File: src/rtl/ter_pkg.sv
// ----------------------------------------------------------------------------
// ter_pkg: shared constants and helpers for one-hot ternary logic cells.
//   Trit encoding (3 wires, one-hot): bit0 = -1, bit1 = 0, bit2 = +1.
//   TRIT_NONE (000) is the "no value" state used after reset and for
//   invalid inputs.
//   Mode encoding: STI/NTI/PTI inverter select; 2'b11 falls back to STI.
// ----------------------------------------------------------------------------
package ter_pkg;

    localparam logic [2:0] TRIT_NEG  = 3'b001;
    localparam logic [2:0] TRIT_ZERO = 3'b010;
    localparam logic [2:0] TRIT_POS  = 3'b100;
    localparam logic [2:0] TRIT_NONE = 3'b000;

    localparam logic [1:0] MODE_STI = 2'b00;
    localparam logic [1:0] MODE_NTI = 2'b01;
    localparam logic [1:0] MODE_PTI = 2'b10;

    // True when exactly one of the three wires is set.
    function automatic logic trit_valid(input logic [2:0] t);
        return (t == TRIT_NEG) || (t == TRIT_ZERO) || (t == TRIT_POS);
    endfunction

endpackage

File: src/rtl/ter_inv_cell.sv
// ----------------------------------------------------------------------------
// ter_inv_cell: combinational per-trit ternary inverter decode.
//   trit_in  [2:0]  one-hot input trit
//   mode     [1:0]  STI / NTI / PTI select (11 -> STI)
//   trit_out [2:0]  one-hot inverted trit, 000 when input is invalid
//   invalid         input is not one-hot
// ----------------------------------------------------------------------------
module ter_inv_cell
    import ter_pkg::*;
(
    input  logic [2:0] trit_in,
    input  logic [1:0] mode,
    output logic [2:0] trit_out,
    output logic       invalid
);

    always_comb begin
        trit_out = TRIT_NONE;
        invalid  = !trit_valid(trit_in);
        if (!invalid) begin
            case (trit_in)
                TRIT_NEG: trit_out = TRIT_POS;
                TRIT_POS: trit_out = TRIT_NEG;
                // Only the middle value distinguishes the three inverters.
                TRIT_ZERO: begin
                    case (mode)
                        MODE_NTI: trit_out = TRIT_NEG;
                        MODE_PTI: trit_out = TRIT_POS;
                        default:  trit_out = TRIT_ZERO;
                    endcase
                end
                default: trit_out = TRIT_NONE;
            endcase
        end
    end

endmodule

File: src/rtl/c_ter_inv.sv
// ----------------------------------------------------------------------------
// c_ter_inv: registered ternary inverter bank (STI/NTI/PTI per block).
//   clk                  rising-edge clock
//   rst                  synchronous active-high reset (outputs -> 0)
//   io_in  [3*NTRITS-1:0] one-hot trits, trit k at [3k+2:3k]
//   mode   [1:0]          00 STI, 01 NTI, 10 PTI, 11 STI
//   io_out [3*NTRITS-1:0] inverted trits, one cycle after io_in
//   err    [NTRITS-1:0]   per-trit invalid-input flag
// Optional macro TER_INV_STICKY_ERR_EN: err bits hold once set until rst.
// ----------------------------------------------------------------------------
module c_ter_inv
    import ter_pkg::*;
#(
    parameter int NTRITS = 1
) (
    input  logic                  clk,
    input  logic                  rst,
    input  logic [3*NTRITS-1:0]   io_in,
    input  logic [1:0]            mode,
    output logic [3*NTRITS-1:0]   io_out,
    output logic [NTRITS-1:0]     err
);

    logic [3*NTRITS-1:0] out_d;
    logic [NTRITS-1:0]   inv_d;

    for (genvar k = 0; k < NTRITS; k++) begin : g_cell
        ter_inv_cell u_cell (
            .trit_in  (io_in[3*k +: 3]),
            .mode     (mode),
            .trit_out (out_d[3*k +: 3]),
            .invalid  (inv_d[k])
        );
    end

    always_ff @(posedge clk) begin
        if (rst) begin
            io_out <= '0;
            err    <= '0;
        end else begin
            io_out <= out_d;
`ifdef TER_INV_STICKY_ERR_EN
            err    <= err | inv_d;
`else
            err    <= inv_d;
`endif
        end
    end

endmodule

File: config.mk
export PLATFORM = sky130hd
export DESIGN_NAME = c_ter_inv
export DESIGN_NICKNAME = d
export VERILOG_FILES = /design/src/rtl/ter_pkg.sv /design/src/rtl/ter_inv_cell.sv /design/src/rtl/c_ter_inv.sv
export SDC_FILE = /design/constraint.sdc
export NUM_CORES = 1
export LEC_CHECK = 0
export CAP_MARGIN = 20
export CORE_AREA = 5 5 42 44
export CTS_CLUSTER_SIZE = 10
export DETAILED_ROUTE_END_ITERATION = 16
export DIE_AREA = 0 0 47 49
export PLACE_DENSITY = 0.41
export SKIP_CTS_REPAIR_TIMING = 1
export SLEW_MARGIN = 40
export SYNTH_ARGS = -nofsm -noshare
export SYNTH_HDL_FRONTEND = slang
export SYNTH_SLANG_ARGS = --single-unit
File: constraint.sdc
create_clock -name clk -period 0.9 [get_ports clk]
set_input_delay 0.225 -clock clk [delete_from_list [all_inputs] [get_ports clk]]
set_output_delay 0.225 -clock clk [all_outputs]
set_load 0.05 [all_outputs]
==> reports/results.tsv <==
stage	metric	value	unit
die	Die Y	49	microns
cts	Root Buffer	clkbuf_4	
logic_synthesis	Post-synth EDFFs	0	
drt	DR iter-0 viols	3	
die	boundary pin count	11	
logic_synthesis	register area share after synthesis	41.83	%
cts	Num CTS Buffers	3	
drt	DRC errors left	0	
drt	Final ANT Viol Nets	0	
sta	Rel. slew slack	86.04	%
sta	setup TNS	-0.04511	ns
drt	TritonRoute pass-1 iters	3	
sta	Max Freq	1096	MHz
cells_and_area	diodes inserted	0	
sta	hold slack	0.3188	ns
global_routing	met3 Track Usage GR	2.214	%
critical_path	critical path class	reg -> out	
place	routability cong.	0.6518	
outcome	failing checks	negative setup slack	
die	die area	2303	sq um
global_routing	GRT overflow	0	
logic_synthesis	Main synth FF type	dfxtp_1	
cells_and_area	Net count, final	44	
pwr	VDD IR max	369.0	uV
global_routing	pin count of the biggest net entering global routing	7	
place	worst slack, placed	-0.4352	ns
cts	Clock Sinks	4	
logic_synthesis	Mapped Area	191.4	sq um
sta	final critical-path required period	0.9123	ns
critical_path	Critical Path Source Type	register	
critical_path	Bufs and invs on worst path	1	
sta	Final Cycle Share	101.4	%
critical_path	worst-path fanout max	1	
sta	final hold violations	0	
logic_synthesis	Cells after Synth	19	
critical_path	worst path cell trace	buf_12	
sta	post-route setup slack	-0.01233	ns
pwr	cell leakage power	0.0002028	uW
logic_synthesis	ys async rst share	0	%
drt	Via-to-Cell Ratio	3.878	
sta	RSZ-0062 raised after global routing	yes	
cts	Reg clk slew, reported paths	0.04	ns
global_routing	Total GRT Usage	4.158	%
die	initial core utilization	13.66	%
die	Core Rows	14	
global_routing	initial antenna violation count	0	
place	port buffer count	10	
pwr	power density over cell area	1310	nW/um^2
critical_path	Arr. time, crit path	0.69	ns
cts	CTS tree	done	
logic_synthesis	Synth Net Count	28	
drt	wire per inst	9.245	microns
logic_synthesis	Synth top cells by count	dfxtp_1 (4), inv_1 (3), nand3b_1 (3)	
logic_synthesis	ranking of synthesized cells by area	dfxtp_1 (42%), ha_1 (13%), nand3b_1 (12%), a211oi_1 (7.8%), nand2b_1 (6.5%)	
sta	Final Max Tran Viols	0	
place	cell total after placement	46	
global_routing	vias in the first global route	202	
critical_path	Worst path top cell family by delay	flip-flops	
die	Die W	47	microns
worst_hold_path	Hold Path Class	in -> reg	
cells_and_area	fin cells	49	
logic_synthesis	Ys Warns	0	
die	floorplan core area	1401	sq um
drt	via count	190	
logic_synthesis	cell taking the most area after synthesis	dfxtp_1	
global_routing	first-pass GRT wire length	634	microns
logic_synthesis	most common cell in the netlist	dfxtp_1	
critical_path	Largest stage delay, worst path	0.33	ns
cells_and_area	share of cells above drive strength 1	39.39	%
global_routing	GRT met1 Usage	3.744	%
critical_path	Setup crit end kind	primary output	
run	max_cap viols	0	
logic_synthesis	Unique masters post-synth	9	
logic_synthesis	area fraction of the dominant cell type after synthesis	41.83	%
worst_hold_path	hold path depth	2	
critical_path	slowest CP cell	dfxtp_2	
global_routing	grt peak-use layer	met4	
sta	Worst Tran Pin Value	0.2091	ns
cells_and_area	synthesis-to-layout area growth	111.1	%
cts	Clock Path Buffers	2	
sta	Setup Viol. Count Final	4	
cts	Max H-tree Level	1	
critical_path	Critical Path RT	0.67	ns
drt	Post-Route WL	453	microns
global_routing	GR Layer Usage met2	5.430	%
outcome	outcome	finished with violations	
critical_path	Crit. path cell count	1	
logic_synthesis	syn_area_per_cell	10.08	sq um
logic_synthesis	post-synthesis register bit count	4	
cells_and_area	filler cell count	156	
state kept, by name, summed over array words and instances, names as in the netlist:
name / flops
io_out: 3
err: 1
per-layer routing:
metal | wire length [microns] | up-vias
met5 | 0 | -
met4 | 0 | 0
met3 | 65 | 0
met2 | 219 | 11
met1 | 168 | 85
li1 | - | 94
cell type report:
class                      instances  area [sq um]  share of cell area [%]
sequential                         4         85.08                   21.05
tap                               16         20.02                   4.954
clock buffer                       3         22.52                   5.573
multi-input combinational         12         105.1                   26.01
inverter                           3         11.26                   2.786
timing repair buffer              11         160.2                   39.63
path summary, 6_finish.rpt:
check / startpoint / slack (ns) / end
hold / removal: io_in[2] / 0.32 / io_out[2]$_SDFF_PP0_
setup / recovery: err$_SDFF_PP0_ / -0.01 / err
report_power, final:
group | switching, uW | internal, uW
sequential | 5.84 | 188
combinational | 56.8 | 67.7
clock | 62.8 | 148
cell usage in the layout (no fill, tap or decap):
master	synthesis	layout
dlymetal6s2s_1	0	5
dfxtp_2	0	4
buf_12	0	4
inv_1	3	3
nand3b_1	3	3
clkbuf_4	0	3
nand2b_1	2	2
a211oi_1	2	2
ha_1	2	2
nor3_2	0	1
xnor2_1	1	1
o221a_1	1	1
clkdlybuf4s50_1	0	1
buf_4	0	1
cells by family after synthesis:
logic type                 count (synthesis)  synth area share [%]
and+or+nand+nor                            6                 20.91
buffers and inverters                      3                 5.882
xor gates and xnor gates                   1                 4.576
adders and majority gates                  2                 13.07
AOI/OAI and AO/OA                          3                 13.72
DFF                                        4                 41.83
through the flow:
| step | util [%] | total power [uW] | area [sq um] |
|---|---|---|---|
| floorplan | - | 241.7 | 191.4 |
| finish | 28.84 | 529.3 | 404.1 |
| global route | 28.84 | 555.6 | 404.1 |
| detailed placement | 25.62 | 320.9 | 359.1 |
| global placement | 25.62 | 318.6 | 359.1 |
| CTS | 27.23 | 545.7 | 381.6 |
(Power assumes the default switching activity.)
